$ cat config.mk
export PLATFORM = sky130hd
export DESIGN_NAME = forward_hazard_unit
export DESIGN_NICKNAME = d
export VERILOG_FILES = /design/src/rtl/forward_hazard_unit.sv
export SDC_FILE = /design/constraint.sdc
export NUM_CORES = 1
export LEC_CHECK = 0
export BUFFER_PORTS_ARGS = -buffer_cell sky130_fd_sc_hd__buf_2
export CAP_MARGIN = 20
export CORE_UTILIZATION = 55
export CTS_CLUSTER_SIZE = 20
export DETAILED_ROUTE_END_ITERATION = 8
export PLACE_DENSITY_LB_ADDON = 0.25
export SLEW_MARGIN = 20
export SYNTH_ARGS = -nofsm -noshare
export SYNTH_HDL_FRONTEND = slang
export SYNTH_SLANG_ARGS = --single-unit
export TNS_END_PERCENT = 5
$ cat constraint.sdc
create_clock -name clk -period 2.75 [get_ports clk]
set_clock_uncertainty 0.05 [all_clocks]
set_input_delay 0.55 -clock clk [delete_from_list [all_inputs] [get_ports clk]]
set_output_delay 0.55 -clock clk [all_outputs]
set_load 0.005 [all_outputs]
$ cat src/rtl/forward_hazard_unit.sv
// Operand-forwarding and hazard control for an in-order pipeline:
// tracks in-flight writers, picks bypass sources, stalls load-use and multi-cycle ops.
module forward_hazard_unit #(
  parameter  int RAW     = 4,
  parameter  int DEPTH   = 3,
  parameter  int MUL_LAT = 4,
  localparam int SW      = $clog2(DEPTH + 1)
) (
  input  logic           clk,
  input  logic           rst,
  input  logic           id_valid,
  input  logic [RAW-1:0] id_src1,
  input  logic [RAW-1:0] id_src2,
  input  logic           id_use1,
  input  logic           id_use2,
  input  logic [RAW-1:0] id_dst,
  input  logic           id_wr,
  input  logic           id_load,
  input  logic           id_mul,
  input  logic           flush,
  output logic           stall,
  output logic           ex_hold,
  output logic [SW-1:0]  fwd_a,
  output logic [SW-1:0]  fwd_b,
  output logic [15:0]    stall_cnt
);

  typedef enum logic {
    RUN,
    MBUSY
  } state_t;

  state_t         r_state;
  state_t         w_state_nxt;
  logic [3:0]     r_cnt;
  logic [3:0]     w_cnt_nxt;

  logic [DEPTH:1] r_vld;
  logic [DEPTH:1] r_wr;
  logic [RAW-1:0] r_dst [DEPTH:1];
  logic           r_load1;

  logic [SW-1:0]  r_fwd_a;
  logic [SW-1:0]  r_fwd_b;
  logic [15:0]    r_stall_cnt;

  logic           w_use_a;
  logic           w_use_b;
  logic [SW-1:0]  w_sel_a;
  logic [SW-1:0]  w_sel_b;
  logic           w_lu;
  logic           w_busy;
  logic           w_stall;
  logic           w_issue;

  assign w_busy = (r_state == MBUSY);
  assign w_use_a = id_use1 && (id_src1 != '0);
  assign w_use_b = id_use2 && (id_src2 != '0);

  // Scan oldest to youngest so the youngest match wins.
  always_comb begin
    w_sel_a = '0;
    w_sel_b = '0;
    for (int k = DEPTH; k >= 1; k--) begin
      if (w_use_a && r_vld[k] && r_wr[k] && (r_dst[k] == id_src1))
        w_sel_a = SW'(k);
      if (w_use_b && r_vld[k] && r_wr[k] && (r_dst[k] == id_src2))
        w_sel_b = SW'(k);
    end
  end

  assign w_lu = r_vld[1] && r_load1 && r_wr[1] &&
                ((w_use_a && (r_dst[1] == id_src1)) ||
                 (w_use_b && (r_dst[1] == id_src2)));

  assign w_stall = !rst && id_valid && (w_busy || w_lu);
  assign w_issue = !rst && id_valid && !w_stall && !flush;

  always_comb begin
    w_state_nxt = r_state;
    w_cnt_nxt   = r_cnt;
    if (flush) begin
      w_state_nxt = RUN;
      w_cnt_nxt   = '0;
    end else if (w_busy) begin
      w_cnt_nxt = r_cnt - 4'd1;
      if (r_cnt == 4'd1)
        w_state_nxt = RUN;
    end else if (w_issue && id_mul && (MUL_LAT > 1)) begin
      w_state_nxt = MBUSY;
      w_cnt_nxt   = 4'(MUL_LAT - 1);
    end
  end

  always_ff @(posedge clk) begin
    if (rst) begin
      r_state <= RUN;
      r_cnt   <= '0;
    end else begin
      r_state <= w_state_nxt;
      r_cnt   <= w_cnt_nxt;
    end
  end

  // Flush squashes the EX occupant, so nothing valid moves into slot 2.
  always_ff @(posedge clk) begin
    if (rst) begin
      r_vld <= '0;
    end else begin
      for (int k = 3; k <= DEPTH; k++) begin
        r_vld[k] <= r_vld[k-1];
        r_wr[k]  <= r_wr[k-1];
        r_dst[k] <= r_dst[k-1];
      end
      if (flush) begin
        r_vld[1] <= 1'b0;
        r_vld[2] <= 1'b0;
      end else if (w_busy) begin
        r_vld[2] <= 1'b0;
      end else begin
        r_vld[2] <= r_vld[1];
        r_wr[2]  <= r_wr[1];
        r_dst[2] <= r_dst[1];
        r_vld[1] <= w_issue;
        r_wr[1]  <= id_wr;
        r_dst[1] <= id_dst;
        r_load1  <= id_load;
      end
    end
  end

  always_ff @(posedge clk) begin
    if (rst) begin
      r_fwd_a     <= '0;
      r_fwd_b     <= '0;
      r_stall_cnt <= '0;
    end else begin
      r_fwd_a <= w_issue ? w_sel_a : '0;
      r_fwd_b <= w_issue ? w_sel_b : '0;
      if (w_stall && !flush && (r_stall_cnt != 16'hFFFF))
        r_stall_cnt <= r_stall_cnt + 16'd1;
    end
  end

  assign stall     = w_stall;
  assign ex_hold   = w_busy;
  assign fwd_a     = r_fwd_a;
  assign fwd_b     = r_fwd_b;
  assign stall_cnt = r_stall_cnt;

endmodule
* After elaboration in Yosys (flattened, before gate mapping)
Memory sizes are Yosys's and may differ from the RTL's.
Cells that the tools add are included.
Widths: inputs -> output; s select.
** Operators by class
- $add $sub $neg :: 2
- Multiply operators :: 0
- Divide/modulo/power cells :: 0
- Magnitude comparators :: 0
- Equal/unequal tests :: 8
- Shifts and indexed selects :: 0
- Muxes and demuxes :: 16
- Bitwise gates (word level) :: 4
- Reductions and logical operators :: 46
** Operators with widths (count)
- $logic_and 1x1->1 :: 32
- $eq 4x4->1 :: 6
- $add 16x1->16 const B :: 1
- $ne 16x16->1 const B :: 1
- $mux 1 :: 10
- $reduce_or 3->1 :: 3
- $mux 2 :: 4
- $mux 4 :: 2
- $reduce_bool 4->1 :: 2
- $eq 4x1->1 const B :: 1
- $not 1->1 :: 4
- $reduce_or 2->1 :: 2
- $sub 4x1->4 const B :: 1
- $logic_not 1->1 :: 3
- $reduce_and 3->1 :: 1
- $logic_or 1x1->1 :: 2
- $reduce_bool 2->1 :: 1
** Storage, ports and cells
- Bits in registers :: 32
- Latch bits :: 0
- Memory bits (writable) :: 12
- ROM bits :: 0
- Input port bits :: 21
- Output and inout port bits :: 22
- Word-level logic and storage cells :: 90
- Memories kept :: 1
** Memory list
- r_dst :: depth 3, width 4, read ports 3, clocked after Yosys merged registers in 0, write ports 3, RTL line 40 : logic [RAW-1:0] r_dst [DEPTH:1];

* Logic depth before layout (Yosys ltp)
Gate-level depths: netlist of the first run.
- Depth in word-level cells :: 13
- Gate-level depth with buffers :: 9
- Mapped depth without buffers :: 6

* Worst setup path after synthesis of the first run
No wires, ideal clock.
- Kind :: input to output
- Start :: in id_src2[0]
- End :: out stall
- Data arrival time :: 1.643 ns
- Required time :: 2.150 ns
- Path slack :: 0.507 ns
- Cell stages on the path :: 5
- Path buffers :: 0
- Cell sequence :: o41ai_1 -> nor3_1 -> a21oi_1 -> o21ai_0 -> and3_1
** On the way
- Word-level cells in the longest chain between the ends :: 7
- Elaborated cells on any way between the ends :: 8
- Those cells by class :: eq/ne (1); reduce/logical (7)
** Ends and longest elaborated chain
- start: declaration :: RTL line 13 : input logic [RAW-1:0] id_src2,
- $reduce_bool 4->1 :: RTL line 58 : assign w_use_b = id_use2 && (id_src2 != '0);
- $logic_and 1x1->1 :: RTL line 58
- $logic_and 1x1->1 * :: RTL line 74 : (w_use_b && (r_dst[1] == id_src2)));
- $logic_or 1x1->1 * :: RTL line 73 : ((w_use_a && (r_dst[1] == id_src1)) ||
- $logic_and 1x1->1 * :: RTL line 72 : assign w_lu = r_vld[1] && r_load1 && r_wr[1] &&
- $logic_or 1x1->1 * :: RTL line 76 : assign w_stall = !rst && id_valid && (w_busy || w_lu);
- $logic_and 1x1->1 * :: RTL line 76
- end: declaration :: RTL line 21 : output logic stall,
Every way passes the cells marked *; elsewhere a longest branch is shown, timed or not.

* Worst setup path after layout of the first run
Same ends and word-level chain as after synthesis.

==> results.sh, run 1 <==
export IMPL_finalCriticalPeriod_ns=2.483
export IMPL_worstRegToRegCells=6
export IMPL_n_antenna_cell=0
export IMPL_cts_tree="yes"
export IMPL_grt_overflow=0
export IMPL_drv_slew=0
export IMPL_fin_worst_hold_slack_ns=0.3767
export IMPL_combPwrFrac=0.062
export IMPL_ys_seq_elements=44
export IMPL_synth_compound_area_frac=0.1346
export IMPL_ios=43
export IMPL_track_usage=0.2390
export IMPL_grt_first_pass_wirelength_um=7900
export IMPL_hpwl_um=3222
export IMPL_placed_area_um2=2455
export IMPL_yosysWarnings=0
export IMPL_firstDrtPassIters=4
export IMPL_p_leak_nw=1.007
export IMPL_synth_fa_ha_area_frac=0.01676
export IMPL_worstSetupPathType="primary input to output pin"
export IMPL_root_buffer="clkbuf_8"
export IMPL_finalSetupViolations=0
export IMPL_worstHoldPathType="primary input to flop"
export IMPL_yosys_area_top_type="dfxtp_1"
export IMPL_synth_edf_count=16
export IMPL_pre_cts_ws_ns=0.1721
export IMPL_cp_num_cells=7
export IMPL_crit_chain="buf_2, o41ai_2, nor3_1, a21oi_1, o21ai_0, and3_1, buf_2"
export IMPL_place_gp_congestion=0.8513
export IMPL_arrival_ns=1.88
export IMPL_worstMarginPinSlew_ns=0.4840
export IMPL_avgSynthCellArea_um2=10.27
export IMPL_dpl_cell_count=302
export IMPL_ff2ff_setup_slack_ns=0.61
export IMPL_pwr_share_seq=0.478
export IMPL_antenna_found_initial=0
export IMPL_max_cap_violations=0
export IMPL_switchingPower_uw=285.2
export IMPL_tns_ns=0
export IMPL_path_max_fanout=4
export IMPL_final_period_utilization=0.9030
export IMPL_worstSetupEndpointType="output pin"
export IMPL_critPathBufInv=2
export IMPL_die_y_um=65.81
export IMPL_vias_per_cell=5.910
export IMPL_cts_reportedPaths_clkPinSlew_ns=0.08
export IMPL_htreeDepth=2
export IMPL_wirelength_um=4489
export IMPL_cts_setup_buffers=0
export IMPL_fill_cells=291
export IMPL_netSwitchingFraction=0.1946
export IMPL_critPathTopFamily="compound AO/OA/AOI/OAI gates"
export IMPL_stdcell_count=310
export IMPL_clock_latency_ns=0.30
export IMPL_ys_async_sr_fraction=0
export IMPL_drt_initial_drc_count=160
export IMPL_worst_setup_path_start_kind="primary input"
export IMPL_rows=22
export IMPL_peakVddDrop_mv=0.3962
export IMPL_yosysMostFrequentCell="dfxtp_1"
export IMPL_netlist_area_um2=2240
export IMPL_yosysUniqueCellTypes=47
export IMPL_clockBufferDepth=2
export IMPL_fp_dieArea_um2=4331
export IMPL_final_nets=285
export IMPL_cts_buffers=5
export IMPL_area_delta_synth_final_pct=17.04
export IMPL_dieWidth_um=65.81
export IMPL_yosysSeqAreaShare=0.4648
export IMPL_hold_depth=1
export IMPL_required_ns=2.15
export IMPL_final_layout_size_suffix_gt1_frac=0.2405
export IMPL_io_buffer_count=42
export IMPL_relSlewSlack=0.6728
export IMPL_hold_buffers=0
export IMPL_coreArea_um2=3771
export IMPL_max_freq_mhz=402.7
export IMPL_status="finished, final reports clean"
export IMPL_drc=0
export IMPL_cts_resized=0
export IMPL_cts_num_sinks=44
export IMPL_fin_area_um2=2621
export IMPL_antenna_left=0
export IMPL_p_int_mw=1.180
export IMPL_grt_max_degree=28
export IMPL_syn_instance_count=218
export IMPL_synthTopCellsByCount="28 x dfxtp_1, 18 x xor2_1, 16 x edfxtp_1"
export IMPL_wl_per_cell_um=14.48
export IMPL_synthTopCellsByArea="dfxtp_1 25%, edfxtp_1 21%, xor2_1 7.0%"
export IMPL_crit_path_frequent_cell="buf_2"
export IMPL_ys_flop_type="dfxtp_1"
export IMPL_pwr_density_cell_nw_per_um2=559.1
export IMPL_rsz0062_at_grt="no"
export IMPL_synthMuxAreaShare=0.004469
export IMPL_slowest_stage="o41ai_2"
export IMPL_hold_viol=0
export IMPL_synthXorXnorAreaFrac=0.09777
export IMPL_setup_ws_ns=0.2668
export IMPL_start_util=0.5939
export IMPL_synth_nets=242
export IMPL_synth_simple_area_share=0.2335
export IMPL_power_share_clock=0.460
export IMPL_synth_top_family_by_area="simple AND/OR/NAND/NOR gates"
export IMPL_num_vias=1832
export IMPL_grt_pass1_vias=1751
export IMPL_netlist_area_leader_share=0.2503
export IMPL_cp_slowest_stage_delay_ns=0.38
registers in the layout (all words and copies together) (netlist names):
| signal | cells |
|---|---|
| ex_hold | 1 |
| fwd_a | 2 |
| stall_cnt | 16 |
| r_wr | 3 |
| r_vld | 3 |
| r_dst | 12 |
| r_cnt | 4 |
| fwd_b | 2 |
| r_load1 | 1 |
logic make-up (layout without fill, tap and decap cells):
group	count (synthesis)	after routing
flip-flops	44	44
adder cells (fa/ha/maj)	3	3
XOR/XNOR	25	25
buffers and inverters	15	59
AND/OR/NAND/NOR	85	85
AO/OA/AOI/OAI	45	45
multiplexers	1	1
metrics by stage:
stage | total power, mW | utilization
final | 1.466 | 0.6951
after global routing | 1.511 | 0.6951
after CTS | 1.472 | 0.6931
after detailed placement | 0.8050 | 0.6510
after global placement | 0.8029 | 0.6510
after floorplan | 0.7684 | -
path summary, 6_finish.rpt:
path / start / to
max: id_src2[0] / stall
min reg2reg: r_vld[1] / r_vld[2]
min: id_dst[0] / r_dst[0][4]
max reg2reg: stall_cnt[2] / stall_cnt[4]
area by class of cell:
cell class | count | area (um2) | share of cell area
clock buffers | 5 | 68.82 | 0.02625
repair buffers | 47 | 247.7 | 0.09451
well taps | 48 | 60.06 | 0.02291
flip-flops and latches | 44 | 1041 | 0.3971
multi-input cells | 159 | 1099 | 0.4191
inverters | 4 | 15.01 | 0.005728
clock inverters | 3 | 90.09 | 0.03437
layout by cell type (no fill, tap or decap), types with 2 or more instances in the layout:
master and instances:
nor2_1 7, and4_1 2, nand3b_1 2, bufinv_16 3, ha_1 3, o31a_1 2
edfxtp_1 16, o21ai_0 5, xor2_1 18, and2_1 3, xnor2_1 7, nor4_1 2
buf_2 42, o41ai_2 2, nand2_4 2, inv_1 4, o21ai_1 2, clkbuf_8 5
o31ai_1 8, nand3_1 13, dfxtp_1 28, a211oi_1 2, nand4b_1 2, nor3_1 8
and3_1 7, buf_4 5, nand2_1 10, or3_1 3, o311ai_0 2, a21oi_1 15
or4_1 10, nand4_1 9
metal layers:
| metal | global-route usage | part of all wire | vias to the layer above |
|---|---|---|---|
| li1 | - | - | 911 |
| met1 | 0.3308 | 0.49 | 865 |
| met2 | 0.3597 | 0.45 | 47 |
| met3 | 0.06034 | 0.045 | 9 |
| met4 | 0.08424 | 0.015 | 0 |
| met5 | 0 | 0 | - |
power groups by stage:
stage               combinational, mW  clock [mW]  sequential (mW)
floorplan                      0.0576           0            0.711
global placement               0.0887           0            0.714
detailed placement             0.0901           0            0.715
CTS                            0.0906       0.682            0.700
global route                    0.101       0.708            0.702
finish                         0.0911       0.674            0.700
No activity file was read; power rests on OpenSTA's default activity.
==> run 2, diff against run 1 <==
--- a/config.mk
+++ b/config.mk
@@ -6,8 +6,9 @@
 export NUM_CORES = 1
 export LEC_CHECK = 0
 export BUFFER_PORTS_ARGS = -buffer_cell sky130_fd_sc_hd__buf_2
-export CAP_MARGIN = 20
-export CORE_UTILIZATION = 55
+export CORE_ASPECT_RATIO = 0.5
+export CORE_UTILIZATION = 57
+export CTS_BUF_LIST = sky130_fd_sc_hd__clkbuf_4
 export CTS_CLUSTER_SIZE = 20
 export DETAILED_ROUTE_END_ITERATION = 8
 export PLACE_DENSITY_LB_ADDON = 0.25
==> results.sh, run 2 (synthesis results as in run 1) <==
export IMPL_cts_reportedPaths_clkPinSlew_ns=0.14
export IMPL_track_usage=0.2454
export IMPL_final_period_utilization=0.9314
export IMPL_cts_tree="yes"
export IMPL_start_util=0.6248
export IMPL_fill_cells=289
export IMPL_p_leak_nw=0.9689
export IMPL_cts_buffers=5
export IMPL_cts_setup_buffers=0
export IMPL_die_y_um=46.33
export IMPL_vias_per_cell=6.038
export IMPL_fin_area_um2=2544
export IMPL_reg2reg_from="r_dst[0][7]"
export IMPL_grt_overflow=0
export IMPL_status="finished, final reports clean"
export IMPL_worstMarginPinSlew_ns=0.5298
export IMPL_hpwl_um=3501
export IMPL_worstSetupPathType="flop to output pin"
export IMPL_worstRegToRegCells=6
export IMPL_pwr_density_cell_nw_per_um2=476.5
export IMPL_layout_commonest_cell="buf_2"
export IMPL_crit_path_start="r_dst[0][7]"
export IMPL_clockBufferDepth=2
export IMPL_hold_viol=0
export IMPL_largest_register_ffs=16
export IMPL_grt_first_pass_wirelength_um=7686
export IMPL_worstSetupEndpointType="output pin"
export IMPL_finalSetupViolations=0
export IMPL_num_vias=1884
export IMPL_crit_end="stall"
export IMPL_clock_latency_ns=0.38
export IMPL_final_layout_size_suffix_gt1_frac=0.2375
export IMPL_cts_num_sinks=44
export IMPL_ff2ff_setup_slack_ns=0.55
export IMPL_ios=43
export IMPL_fp_dieArea_um2=4199
export IMPL_path_max_fanout=3
export IMPL_r2r_end="stall_cnt[9]"
export IMPL_arrival_ns=1.96
export IMPL_required_ns=2.15
export IMPL_drt_initial_drc_count=88
export IMPL_max_freq_mhz=390.4
export IMPL_final_nets=284
export IMPL_worst_setup_path_start_kind="flop"
export IMPL_coreArea_um2=3585
export IMPL_drc=0
export IMPL_final_cell_mix="42 x buf_2, 28 x dfxtp_1, 18 x xor2_1"
export IMPL_wirelength_um=4910
export IMPL_io_buffer_count=42
export IMPL_relSlewSlack=0.6418
export IMPL_place_gp_congestion=0.8542
export IMPL_peakVddDrop_mv=0.2714
export IMPL_drv_slew=0
export IMPL_grt_pass1_vias=1685
export IMPL_htreeDepth=2
export IMPL_antenna_found_initial=0
export IMPL_wl_per_cell_um=15.74
export IMPL_placed_area_um2=2451
export IMPL_firstDrtPassIters=4
export IMPL_rows=15
export IMPL_antenna_left=0
export IMPL_grt_max_degree=30
export IMPL_root_buffer="clkbuf_4"
export IMPL_dieWidth_um=90.65
export IMPL_rsz0062_at_grt="no"
export IMPL_area_delta_synth_final_pct=13.58
export IMPL_worstHoldPathType="primary input to flop"
export IMPL_max_cap_violations=0
export IMPL_finalCriticalPeriod_ns=2.561
export IMPL_n_antenna_cell=0
export IMPL_tns_ns=0
run 2: power by group:
part	switching [mW]	internal [mW]	total, mW
Sequential	0.0121	0.688	0.700
Combinational	0.0569	0.0378	0.0947
Clock	0.223	0.194	0.417
Total	0.292	0.920	1.21
run 2: worst min path at each step:
stage,from,to,slack (ns),cells past startpoint
final,id_wr,r_wr[1],0.30,1
after global routing,id_wr,r_wr[1],0.27,1
after CTS,id_wr,r_wr[1],0.28,1
after detailed placement,r_vld[1],r_vld[2],0.41,2
after global placement,r_vld[1],r_vld[2],0.41,2
after floorplan,r_vld[1],r_vld[2],0.39,2
run 2: through the flow:
stage | instances | utilization | setup WS (ns) | hold WS [ns] | total power, mW
floorplan | 218 | - | 0.5070 | 0.3864 | 0.7684
global placement | 304 | 0.6838 | 0.1783 | 0.4077 | 0.8014
detailed placement | 304 | 0.6838 | 0.1025 | 0.4057 | 0.8055
CTS | 312 | 0.7075 | 0.05455 | 0.2800 | 1.225
global route | 312 | 0.7096 | 0.1107 | 0.2707 | 1.261
finish | 312 | 0.7096 | 0.1887 | 0.2977 | 1.212
run 2: cell type report:
type                            count  area, um2  area share
Timing Repair Buffer               46      240.2     0.09444
Multi-Input combinational cell    159       1099      0.4319
Clock buffer                        5      37.54     0.01476
Clock inverter                      3      47.55     0.01869
Tap cell                           51      63.81     0.02509
Inverter                            4      15.01    0.005903
Sequential cell                    44       1041      0.4092
run 2: per-layer routing:
layer  track usage  vias up  wire (um)
met4        0.1484        0        110
met5             0        -          0
met1        0.3050      901       2235
met2        0.4015       60       2282
met3       0.06271       13        281
li1              -      910          -
run 2: timing repair:
item | CTS | global route
resized for setup | 0 | 2
hold buffers | 0 | 0
setup endpoints to repair | 0 | 1
run 2: worst max-delay path: stages (launching register included):
cell	delay, ns
edfxtp_1	0.48
xor2_1	0.18
nor3_2	0.17
nand3_1	0.15
o21ai_1	0.32
and3_1	0.20
buf_2	0.11
==> run 3, diff against run 2 <==
==> constraint.sdc (replaced) <==
create_clock -name clk -period 2.75 [get_ports clk]
set_clock_uncertainty 0.05 [all_clocks]
set_input_delay 0.275 -clock clk [delete_from_list [all_inputs] [get_ports clk]]
set_output_delay 0.275 -clock clk [all_outputs]
set_load 0.005 [all_outputs]
==> results.sh, run 3 (synthesis results as in run 1) <==
export IMPL_final_cell_mix="42 x buf_2, 28 x dfxtp_1, 18 x xor2_1"
export IMPL_arrival_ns=2.07
export IMPL_final_period_utilization=0.8724
export IMPL_cts_setup_buffers=0
export IMPL_p_int_uw=831.8
export IMPL_slowest_stage="edfxtp_1"
export IMPL_multi_input_area_um2=1091
export IMPL_cp_slowest_stage_delay_ns=0.48
export IMPL_fill_cells=278
export IMPL_die_y_um=46.33
export IMPL_netSwitchingFraction=0.2456
export IMPL_cts_resized=0
export IMPL_required_ns=2.42
export IMPL_drc=0
export IMPL_grt_max_degree=32
export IMPL_fin_util=0.6935
export IMPL_wirelength_um=4756
export IMPL_clockBufferDepth=2
export IMPL_n_antenna_cell=0
export IMPL_vias_per_cell=6.061
export IMPL_cts_buffers=5
export IMPL_pwr_share_seq=0.634
export IMPL_worstSetupEndpointType="output pin"
export IMPL_hold_viol=0
export IMPL_total_power_mw=1.103
export IMPL_rows=15
export IMPL_drt_initial_drc_count=86
export IMPL_cts_reportedPaths_clkPinSlew_ns=0.13
export IMPL_regArea_um2=1041
export IMPL_grt_pass1_vias=1614
export IMPL_ios=43
export IMPL_finalSetupViolations=0
export IMPL_htreeDepth=2
export IMPL_drv_slew=0
export IMPL_max_cap_violations=0
export IMPL_coreArea_um2=3585
export IMPL_final_nets=281
export IMPL_peakVddDrop_mv=0.3359
export IMPL_max_freq_mhz=416.8
export IMPL_antenna_found_initial=0
export IMPL_largest_register_ffs=16
export IMPL_wl_per_cell_um=15.39
export IMPL_clock_latency_ns=0.35
export IMPL_pwr_density_cell_nw_per_um2=443.5
export IMPL_io_buffer_count=42
export IMPL_worstSetupPathType="flop to output pin"
export IMPL_critPathBufInv=1
export IMPL_hold_buffers=0
export IMPL_status="finished, final reports clean"
export IMPL_cts_tree="yes"
export IMPL_critPathTopFamily="simple AND/OR/NAND/NOR gates"
export IMPL_crit_chain="xor2_1, nor3_2, nand3_1, o21ai_0, and3_1, buf_2"
export IMPL_switchingPower_uw=270.8
export IMPL_area_delta_synth_final_pct=11.01
export IMPL_place_gp_congestion=0.8520
export IMPL_track_usage=0.2372
export IMPL_hpwl_um=3380
export IMPL_combPwrFrac=0.082
export IMPL_path_max_fanout=3
export IMPL_fin_worst_hold_slack_ns=0.03819
export IMPL_antenna_left=0
export IMPL_rsz0062_at_grt="no"
export IMPL_root_buffer="clkbuf_4"
export IMPL_grt_overflow=0
export IMPL_dieWidth_um=90.65
export IMPL_start_util=0.6248
export IMPL_worstHoldPathType="primary input to flop"
export IMPL_num_vias=1873
export IMPL_worstMarginPinSlew_ns=0.5140
export IMPL_layout_commonest_cell="buf_2"
export IMPL_fp_dieArea_um2=4199
export IMPL_finalCriticalPeriod_ns=2.399
export IMPL_firstDrtPassIters=4
export IMPL_final_layout_size_suffix_gt1_frac=0.2248
export IMPL_worst_setup_path_start_kind="flop"
export IMPL_power_share_clock=0.284
export IMPL_relSlewSlack=0.6528
export IMPL_p_leak_nw=0.9386
export IMPL_tns_ns=0
export IMPL_cts_num_sinks=44
export IMPL_grt_first_pass_wirelength_um=7452
## run 3: cell types whose count changed in the layout (fill, tap and decap cells not counted)
cell and delta:
clkinvlp_4 +1, o21ai_1 -1, o41ai_2 -1, clkbuf_4 +1, clkinv_2 +1, o21ai_0 +1, clkinv_4 -2, buf_4 -3
o41ai_1 +1, bufinv_16 -1
## run 3: area by class of cell
class,count,area share
multi-input combinational,159,0.4389
sequential,44,0.4187
timing repair buffer,43,0.08757
tap,51,0.02567
clock buffer,6,0.01812
inverter,4,0.006039
clock inverter,2,0.005033
## run 3: worst reg2reg max path: stages, from the launching register on
cell,delay [ns]
edfxtp_1,0.48
xor2_1,0.19
nor3_1,0.25
a21oi_1,0.12
o21a_2,0.32
or4_1,0.57
a21oi_1,0.15
## run 3: power groups by stage
| stage | Combinational, mW | Clock, mW | Sequential (mW) |
|---|---|---|---|
| 3_3_place_gp | 0.0852 | 0 | 0.714 |
| 3_5_place_dp | 0.0888 | 0 | 0.714 |
| 6_report | 0.0905 | 0.313 | 0.699 |
| 4_1_cts | 0.0895 | 0.325 | 0.699 |
| 2_1_floorplan | 0.0576 | 0 | 0.711 |
| 5_1_grt | 0.0976 | 0.355 | 0.701 |
## run 3: metrics by stage
stage,cells,instance area (um2),setup WS (ns)
floorplan,218,2240,0.8008
global placement,301,2429,0.4321
detailed placement,301,2429,0.3001
CTS,309,2486,0.3314
global route,309,2486,0.2261
finish,309,2486,0.3510
## run 3: final timing paths
check | startpoint | to | slack [ns] | cells past startpoint
setup reg to reg | r_dst[0][7] | stall_cnt[9] | 0.55 | 6
setup / recovery | r_dst[0][7] | stall | 0.35 | 6
hold reg to reg | r_vld[1] | r_vld[2] | 0.43 | 2
hold / removal | id_dst[3] | r_dst[0][7] | 0.04 | 1
## run 3: per-layer routing
metal  share of wire  up-vias  wire length [um]  global-route usage
met4          0.0093        0                44             0.04839
li1                -      904                 -                   -
met3           0.059        7               281             0.06931
met5               0        -                 0                   0
met1            0.45      898              2140              0.2904
met2            0.48       64              2290              0.4318
